`src/rtl/hybrid_pwm_sd_pkg.sv`:
```
// rtl/hybrid_pwm_sd_pkg.sv - shared width and midscale helpers for the hybrid PWM/sigma-delta DAC
// Purpose: constant functions used by the top level and every channel slice.
//   sd_width      : width of the scaled/sigma accumulator path (DIN_W + PWM_W).
//   midscale_hold : reset value of a hold register (2^(DIN_W-1) unsigned, 0 for two's-complement).
// Ports: none (package).
package hybrid_pwm_sd_pkg;

  function automatic int sd_width(input int din_w, input int pwm_w);
    return din_w + pwm_w;
  endfunction

  function automatic logic [63:0] midscale_hold(input int din_w, input bit signed_in);
    return signed_in ? 64'd0 : (64'd1 << (din_w - 1));
  endfunction

endpackage

```
`src/rtl/hybrid_sd_channel.sv`:
```
// rtl/hybrid_sd_channel.sv - one DAC channel: sample-to-threshold noise shaping and PWM compare
// Purpose: at each period boundary folds the held sample into a PWM threshold with a
//   first-order error carry, then compares the shared counter against it every cycle.
// Ports:
//   clk, reset   : clock, synchronous active-high reset
//   i_boundary   : high in the cycle where the shared counter is at N-1
//   i_mute       : substitute midscale for the sample at the boundary
//   i_cnt        : shared PWM counter (pre-edge value)
//   i_hold       : held sample for this channel
//   o_dout       : registered pulse output
module hybrid_sd_channel
  import hybrid_pwm_sd_pkg::*;
#(
  parameter int DIN_W     = 16,
  parameter int PWM_W     = 5,
  parameter int SIGNED_IN = 0
) (
  input  logic             clk,
  input  logic             reset,
  input  logic             i_boundary,
  input  logic             i_mute,
  input  logic [PWM_W-1:0] i_cnt,
  input  logic [DIN_W-1:0] i_hold,
  output logic             o_dout
);

  localparam int              SW    = sd_width(DIN_W, PWM_W);
  localparam int              N     = 1 << PWM_W;
  localparam logic [DIN_W-1:0] MID_U = DIN_W'(midscale_hold(DIN_W, 1'b0));
  // Offset of one full threshold step keeps thr >= 1; gain N-2 keeps thr <= N-1.
  localparam logic [SW-1:0]   BASE  = SW'(1) << DIN_W;
  localparam logic [SW-1:0]   GAIN  = SW'(N - 2);

  logic [DIN_W-1:0] w_u;
  logic [SW-1:0]    w_scaled;
  logic [SW-1:0]    w_sigma;
  logic [PWM_W-1:0] r_thr;
  logic [DIN_W-1:0] r_err;

  always_comb begin
    w_u = i_hold;
    // Two's-complement to offset binary is just an MSB flip.
    if (SIGNED_IN != 0) w_u[DIN_W-1] = ~i_hold[DIN_W-1];
    if (i_mute) w_u = MID_U;
    w_scaled = BASE + SW'(w_u) * GAIN;
    w_sigma  = w_scaled + SW'(r_err);
  end

  always_ff @(posedge clk) begin
    if (reset) begin
      r_thr  <= PWM_W'(N / 2);
      r_err  <= '0;
      o_dout <= 1'b0;
    end else begin
      if (i_boundary) begin
        r_thr <= w_sigma[SW-1:DIN_W];
        r_err <= w_sigma[DIN_W-1:0];
      end
      // Uses the pre-edge threshold, so a new value shows up two cycles after the boundary.
      o_dout <= (i_cnt < r_thr);
    end
  end

endmodule

```
`src/rtl/hybrid_pwm_sd_mc.sv`:
```
// rtl/hybrid_pwm_sd_mc.sv - multi-channel hybrid PWM / sigma-delta DAC top level
// Purpose: shared period counter, frame handshake with one-deep hold, period tick,
//   and one hybrid_sd_channel per channel.
// Ports:
//   clk, reset   : clock, synchronous active-high reset
//   din          : CHANNELS samples, channel c at [c*DIN_W +: DIN_W]
//   din_valid    : din holds a new frame
//   din_ready    : a frame is accepted this cycle (no frame pending)
//   mute         : force midscale at the next period boundary
//   period_tick  : one-cycle pulse in the cycle after each boundary
//   dout         : per-channel pulse outputs
module hybrid_pwm_sd_mc
  import hybrid_pwm_sd_pkg::*;
#(
  parameter int CHANNELS  = 2,
  parameter int DIN_W     = 16,
  parameter int PWM_W     = 5,
  parameter int SIGNED_IN = 0
) (
  input  logic                      clk,
  input  logic                      reset,
  input  logic [CHANNELS*DIN_W-1:0] din,
  input  logic                      din_valid,
  output logic                      din_ready,
  input  logic                      mute,
  output logic                      period_tick,
  output logic [CHANNELS-1:0]       dout
);

  localparam logic [PWM_W-1:0] CNT_LAST = '1;
  localparam logic [DIN_W-1:0] MID_HOLD = DIN_W'(midscale_hold(DIN_W, SIGNED_IN != 0));

  logic [PWM_W-1:0]          r_cnt;
  logic [CHANNELS*DIN_W-1:0] r_hold;
  logic                      r_pending;
  logic                      r_tick;
  logic                      w_boundary;
  logic                      w_xfer;

  assign w_boundary  = (r_cnt == CNT_LAST);
  assign din_ready   = !r_pending;
  assign w_xfer      = din_valid && !r_pending;
  assign period_tick = r_tick;

  always_ff @(posedge clk) begin
    if (reset) begin
      r_cnt     <= '0;
      r_hold    <= {CHANNELS{MID_HOLD}};
      r_pending <= 1'b0;
      r_tick    <= 1'b0;
    end else begin
      r_cnt  <= r_cnt + PWM_W'(1);
      r_tick <= w_boundary;
      // A transfer in the boundary cycle wins: channels see the old hold this
      // boundary and the new frame stays pending for the next one.
      if (w_xfer) begin
        r_hold    <= din;
        r_pending <= 1'b1;
      end else if (w_boundary) begin
        r_pending <= 1'b0;
      end
    end
  end

  for (genvar c = 0; c < CHANNELS; c++) begin : g_ch
    hybrid_sd_channel #(
      .DIN_W     (DIN_W),
      .PWM_W     (PWM_W),
      .SIGNED_IN (SIGNED_IN)
    ) u_ch (
      .clk        (clk),
      .reset      (reset),
      .i_boundary (w_boundary),
      .i_mute     (mute),
      .i_cnt      (r_cnt),
      .i_hold     (r_hold[c*DIN_W +: DIN_W]),
      .o_dout     (dout[c])
    );
  end

endmodule

```
`config.mk`:
```
export PLATFORM = sky130hd
export DESIGN_NAME = hybrid_pwm_sd_mc
export DESIGN_NICKNAME = d
export VERILOG_FILES = /design/src/rtl/hybrid_pwm_sd_pkg.sv /design/src/rtl/hybrid_sd_channel.sv /design/src/rtl/hybrid_pwm_sd_mc.sv
export SDC_FILE = /design/constraint.sdc
export NUM_CORES = 1
export LEC_CHECK = 0
export ABC_CLOCK_PERIOD_IN_PS = 7700
export CAP_MARGIN = 40
export CORE_UTILIZATION = 60
export CTS_BUF_LIST = sky130_fd_sc_hd__clkbuf_8 sky130_fd_sc_hd__clkbuf_16
export DETAILED_ROUTE_END_ITERATION = 10
export PLACE_DENSITY = 0.84
export SKIP_CTS_REPAIR_TIMING = 1
export SYNTH_ARGS = -nofsm -noshare
export SYNTH_HDL_FRONTEND = slang
export SYNTH_SLANG_ARGS = --single-unit
```
`constraint.sdc`:
```
create_clock -name clk -period 7.7 [get_ports clk]
set_input_delay 1.925 -clock clk [delete_from_list [all_inputs] [get_ports clk]]
set_output_delay 1.925 -clock clk [all_outputs]
set_load 0.01 [all_outputs]
```
==> results.tsv, run 1 <==
metric	value	unit
status	completed	
dp_cells	1168	
io_buffers	39	
grt_pass1_wl	29300	um
start_util	0.625	
synth-seq-cells	81	
setup.worst_path.end	g_ch[0].u_ch.r_thr[3]	
synth-warning-count	0	
criticalPathCategory	input pin to flip-flop	
crit_top_cell	inv_1	
finalHoldViolations	0	
overflow	0	
cts_root_buf	clkbuf_16	
synth_top_area_frac	0.202	
antenna_found_initial	0	
cts_max_level	3	
routed_via_density	5.60	
ys_top_cells_by_area	dfxtp_1 (20%), ha_1 (14%), fa_1 (12%), a21oi_1 (5.2%), inv_1 (5.1%)	
syn_nets	1158	
synthArstFlopShare	0	
critPathMaxFanout	45	
fmax	143	MHz
fill_cells	1024	
reg2reg_to	g_ch[0].u_ch.r_thr[3]	
vdd_drop_max	0.138	mV
synth_cell_type_count	66	
core_area	12800	um2
synth_common_cells	inv_1 (108), nor2_1 (99), nand2_1 (93)	
antennaDiodeCount	0	
rsz0062_at_grt	false	
layout.cells.non_filler	1184	
cp.depth	25	
worstPathRequired	7.96	ns
r2r_start	r_hold[1]	
worstPathArrival	7.25	ns
cts_buffer_depth	2	
hpwl	13000	um
p_leak	4.16	nW
die-width	118	um
hold_path_class	flip-flop to flip-flop	
grt_max_degree	82	
cts.clk_slew.worst_paths	0.06	ns
p_per_area	146	nW/um2
die_h	118	um
maxCapViolCount	0	
fin_skew	0.00795	ns
final_max_slew_viol_count	0	
synth_top_area_cell	dfxtp_1	
dr.pass1.iters	5	
totalWireLength	16900	um
drtIter0Drc	431	
crit_buf_inv	5	
route.detailed.wl_per_inst	14.2	um
end_kind	flip-flop	
yosysSeqAreaShare	0.202	
r2r_cells	24	
track_usage	0.258	
fin_util	0.694	
rows	41	
yosysMostFrequentCell	inv_1	
place.gp.congestion	0.924	
final_nets	1181	
crit_family	adder cells	
synth-edff-count	0	
tightest_slew	0.861	ns
ios	40	
grt_pass1_vias	6382	
fin_crit	6.99	ns
drive_gt1_frac	0.0435	
die_area	13800	um2
syn_area	8020	um2
fin_tns_setup	0	ns
clock-sinks	81	
critPathLaunch	mute	
period_share	0.908	
num_vias	6632	
cp-start-kind	input pin	
areaGrowthSynthToFinish	10.9	%
ant_nets	0	
relSlewSlack	0.411	
synth_cells	984	
cts_buffers	9	
insertion_delay	0.35	ns
synth_ff_type	dfxtp_1	
cts_tree	built	
setup_viol	0	
syn_avg_cell_area	8.15	um2
route.detailed.drc	0	
cpMaxStageDelayCell	fa_1	
rrSetupSlack	2.58	ns
critPathMaxStageDelay	0.54	ns
## report_power, final
part | internal (mW) | switching (mW) | leakage (nW)
clock network | 0.282 | 0.180 | 0.160
registers | 0.432 | 0.0119 | 0.659
logic | 0.174 | 0.223 | 3.34
## cell type report
class                   count  area [um2]  area share
inverters                 109         409      0.0460
clock buffers               9         225      0.0253
multi-input cells         762        5870       0.659
flip-flops and latches     81        1620       0.182
repair buffers             44         470      0.0529
well taps                 172         215      0.0242
clock inverters             7        87.6     0.00985
## cells by family (layout without fill, tap and decap cells)
| group | after synthesis | in the layout | share of synthesized area |
|---|---|---|---|
| flip-flops | 81 | 81 | 0.202 |
| adder cells (fa/ha/maj) | 138 | 138 | 0.262 |
| AO/OA/AOI/OAI | 214 | 214 | 0.175 |
| buffers and inverters | 141 | 169 | 0.0671 |
| XOR/XNOR | 65 | 65 | 0.0727 |
| multiplexers | 19 | 19 | 0.0237 |
| AND/OR/NAND/NOR | 326 | 326 | 0.197 |
## cell usage in the layout, fill, tap and decap left out, types with 3 or more instances in the layout
master	netlist	layout
a211oi_1	12	12
a211oi_2	5	5
a21boi_1	3	3
a21o_1	19	19
a21oi_1	84	84
a311oi_1	3	3
a31oi_1	6	6
and2_1	8	8
and3_1	6	6
clkbuf_16	0	9
clkdlybuf4s50_1	0	38
dfxtp_1	81	81
fa_1	50	50
ha_1	88	87
inv_1	108	111
mux2i_1	19	19
nand2_1	93	93
nand2b_1	35	35
nand3_1	11	11
nand3b_1	6	6
nand4_1	4	4
nand4b_1	3	3
nor2_1	99	99
nor2b_1	24	23
nor3_1	18	18
o2111ai_1	5	5
o211ai_1	4	4
o21a_1	12	12
o21ai_0	28	28
o21ai_1	9	9
o31a_1	3	3
or2_2	4	4
or3_1	3	3
or3_4	3	3
xnor2_1	39	39
xor2_1	25	25
## worst min path at each step
stage                           from          to  slack, ns  cells past startpoint
after global placement    r_hold[31]  r_hold[31]       0.44                      2
final                     r_hold[27]  r_hold[27]       0.46                      2
after CTS                 r_hold[25]  r_hold[25]       0.46                      2
after floorplan           r_hold[15]  r_hold[15]       0.43                      2
after detailed placement  r_hold[10]  r_hold[10]       0.45                      2
after global routing      r_hold[27]  r_hold[27]       0.47                      2
## worst reg2reg max path, delay by kind of cell, from the launching register on
kind	cells	cell delay (ns)
compound gates	9	1.64
fa+ha+maj	4	1.58
simple gates	7	0.96
flops	1	0.41
xor+xnor	3	0.37
buf+inv	1	0.06
## sequential cells by signal, summed over array words and instances, names as in the netlist
name	cells
r_cnt	5
g_ch.u_ch.r_err	30
r_pending	1
g_ch.u_ch.o_dout	2
r_hold	32
g_ch.u_ch.r_thr	10
period_tick	1
## stage by stage
step / hold WS [ns] / total power, mW / worst slack, ns / cell area [um2]
6_report: 0.455 / 1.30 / 0.709 / 8890
3_5_place_dp: 0.449 / 0.844 / 0.357 / 8580
5_1_grt: 0.465 / 1.38 / 0.307 / 8890
4_1_cts: 0.457 / 1.31 / 0.722 / 8890
2_1_floorplan: 0.430 / 0.749 / 1.12 / 8020
3_3_place_gp: 0.443 / 0.827 / 0.491 / 8520
## layer usage
layer	vias up	GRT usage	part of all wire
li1	3359	-	-
met3	20	0.0378	0.039
met4	0	0.0737	0.014
met5	-	0	0
met2	152	0.418	0.46
met1	3101	0.357	0.48
No activity file was read; power rests on OpenSTA's default activity.
==> run 2: changes to the inputs <==
Settings changed: CELL_PAD_IN_SITES_DETAIL_PLACEMENT set to 0, CELL_PAD_IN_SITES_GLOBAL_PLACEMENT set to 1, CORE_UTILIZATION 60 to 47, PLACE_DENSITY 0.84 to 0.86.
==> run 2 against run 1 <==
Against the previous run:
- sequential share of layout area decreased by 0.077 points
- first-iteration DRC count decreased by 33%
- cell count increased by 4.1%
- maximum frequency rose by 0.42%
- hold slack barely moved
- sequential cell count stayed put
- core utilization down 16 points
- die area up 27%
- via count decreased by 5.0%
- critical path type unchanged
- global-route usage shrank 6.5 points
- clock-buffer cell count increased by 1
==> results.tsv, run 2 (same netlist as run 1, synthesis figures left out) <==
metric	value	unit	change
status	completed		unchanged
fin_util	0.537		was 0.694
antennaDiodeCount	0		unchanged
period_share	0.904		was 0.908
r2r_cells	24		unchanged
start_util	0.482		was 0.625
die-width	133	um	was 118 um
multi_input_area	5870	um2	unchanged
fmax	144	MHz	was 143 MHz
antenna_found_initial	0		unchanged
rsz0062_at_grt	false		unchanged
grt_pass1_wl	27700	um	was 29300 um
dp_cells	1216		was 1168
fill_cells	1623		was 1024
total_power	1.27	mW	was 1.30 mW
end_kind	flip-flop		unchanged
final_max_slew_viol_count	0		unchanged
relSlewSlack	0.414		was 0.411
drive_gt1_frac	0.0455		was 0.0435
insertion_delay	0.35	ns	about the same
maxCapViolCount	0		unchanged
wl_met1	8760	um	was 8150 um
worstPathArrival	7.20	ns	was 7.25 ns
setup.worst_path.end	g_ch[0].u_ch.r_thr[4]		was g_ch[0].u_ch.r_thr[3]
overflow	0		unchanged
r2r_start	r_hold[1]		unchanged
die_h	133	um	was 118 um
routed_via_density	5.11		was 5.60
final_nets	1181		unchanged
cts_tree	built		unchanged
route.detailed.drc	0		unchanged
rrSetupSlack	2.68	ns	was 2.58 ns
route.detailed.wl_per_inst	13.0	um	was 14.2 um
track_usage	0.193		was 0.258
cts_max_level	3		unchanged
grt_max_degree	82		unchanged
finalHoldViolations	0		unchanged
cts_root_buf	clkbuf_16		unchanged
ios	40		unchanged
critPathLaunch	mute		unchanged
setup_viol	0		unchanged
drtIter0Drc	287		was 431
ant_nets	0		unchanged
final_common_cell	inv_1		unchanged
num_vias	6298		was 6632
fin_skew	0.00603	ns	was 0.00795 ns
fin_crit	6.96	ns	was 6.99 ns
whs	0.455	ns	about the same
cp-start-kind	input pin		unchanged
largest-register	r_hold		unchanged
vdd_drop_max	0.0903	mV	was 0.138 mV
hold_path_class	flip-flop to flip-flop		unchanged
clock-sinks	81		unchanged
io_buffers	39		unchanged
reg_top3	r_hold: 32 flops, g_ch.u_ch.r_err: 30 flops, g_ch.u_ch.r_thr: 10 flops		unchanged
grt_pass1_vias	5974		was 6382
wl_met3	339	um	was 665 um
core_area	16600	um2	was 12800 um2
cts_buffers	9		unchanged
rows	47		was 41
ff_latch_area	1620	um2	unchanged
die_area	17600	um2	was 13800 um2
reg2reg_to	g_ch[0].u_ch.r_thr[3]		unchanged
p_leak	4.14	nW	was 4.16 nW
areaGrowthSynthToFinish	11.4	%	was 10.9%
layout.cells.non_filler	1232		was 1184
hpwl	12600	um	was 13000 um
criticalPathCategory	input pin to flip-flop		unchanged
tightest_slew	0.879	ns	was 0.861 ns
fin_tns_setup	0	ns	unchanged
largest_reg_flops	32		unchanged
p_per_area	142	nW/um2	was 146 nW/um2
place.gp.congestion	0.837		was 0.924
dr.pass1.iters	5		unchanged
critPathMaxFanout	45		unchanged
layout_common_cells	inv_1 (109), nor2_1 (99), nand2_1 (93)		was inv_1 (111), nor2_1 (99), nand2_1 (93)
highest_layer	met4		unchanged
totalWireLength	16000	um	was 16900 um
worstPathRequired	7.93	ns	was 7.96 ns
cts.clk_slew.worst_paths	0.06	ns	about the same
cts_buffer_depth	2		unchanged
route.met2.wl	6640	um	was 7800 um
## run 2: cell count changes in the layout (fill, tap and decap cells not counted)
cell	before	now
clkinvlp_4	1	2
clkbuf_8	0	1
buf_12	1	2
inv_6	1	0
clkinv_2	0	2
buf_16	1	0
inv_1	111	109
bufinv_16	2	1
## run 2: power breakdown
part | total, mW | leakage, nW | internal [mW] | switching, mW
sequential | 0.443 | 0.659 | 0.432 | 0.0112
combinational | 0.388 | 3.34 | 0.172 | 0.216
clock | 0.440 | 0.146 | 0.258 | 0.183
total | 1.27 | 4.14 | 0.862 | 0.410
## run 2: critical path, stage by stage
cell and delay, ns:
clkdlybuf4s50_1 0.50, buf_12 0.19, nand2b_1 0.27, inv_1 0.10, fa_1 0.54, inv_1 0.05
fa_1 0.49, inv_1 0.04, ha_1 0.22, or3_4 0.40, nor2_1 0.10, nor2_1 0.06
o21a_1 0.18, o21ai_0 0.14, nand2b_1 0.08, xor2_1 0.14, ha_1 0.35, and3_1 0.19
nand3_1 0.09, nor3_1 0.26, o41ai_2 0.13, nand2b_1 0.13, o2111ai_2 0.14, xnor2_1 0.17
a211o_1 0.29
## run 2: per-stage QoR
stage / setup slack, ns / instance area [um2]
floorplan: 1.12 / 8020
global placement: 0.439 / 8580
global route: 0.276 / 8930
finish: 0.738 / 8930
detailed placement: 0.364 / 8630
CTS: 0.724 / 8930
## run 2: final cells by class
cell class | count | area share
Clock buffer | 10 | 0.0268
Multi-Input combinational cell | 762 | 0.657
Inverter | 109 | 0.0458
Clock inverter | 6 | 0.00658
Timing Repair Buffer | 44 | 0.0518
Sequential cell | 81 | 0.182
Tap cell | 220 | 0.0308
## run 2: metal layers
layer / vias up / track usage
met5: - / 0
met4: 0 / 0.0556
met3: 17 / 0.0249
met2: 87 / 0.292
met1: 2837 / 0.285
li1: 3357 / -
## run 2: how the worst min path moves through the flow
stage                          start         end  slack, ns  cells after the start
after CTS                  r_hold[6]   r_hold[6]       0.46                      2
after global routing      r_hold[26]  r_hold[26]       0.47                      2
after global placement    r_hold[27]  r_hold[27]       0.44                      2
after detailed placement   r_hold[6]   r_hold[6]       0.45                      2
after floorplan           r_hold[15]  r_hold[15]       0.43                      2
final                      r_hold[6]   r_hold[6]       0.46                      2
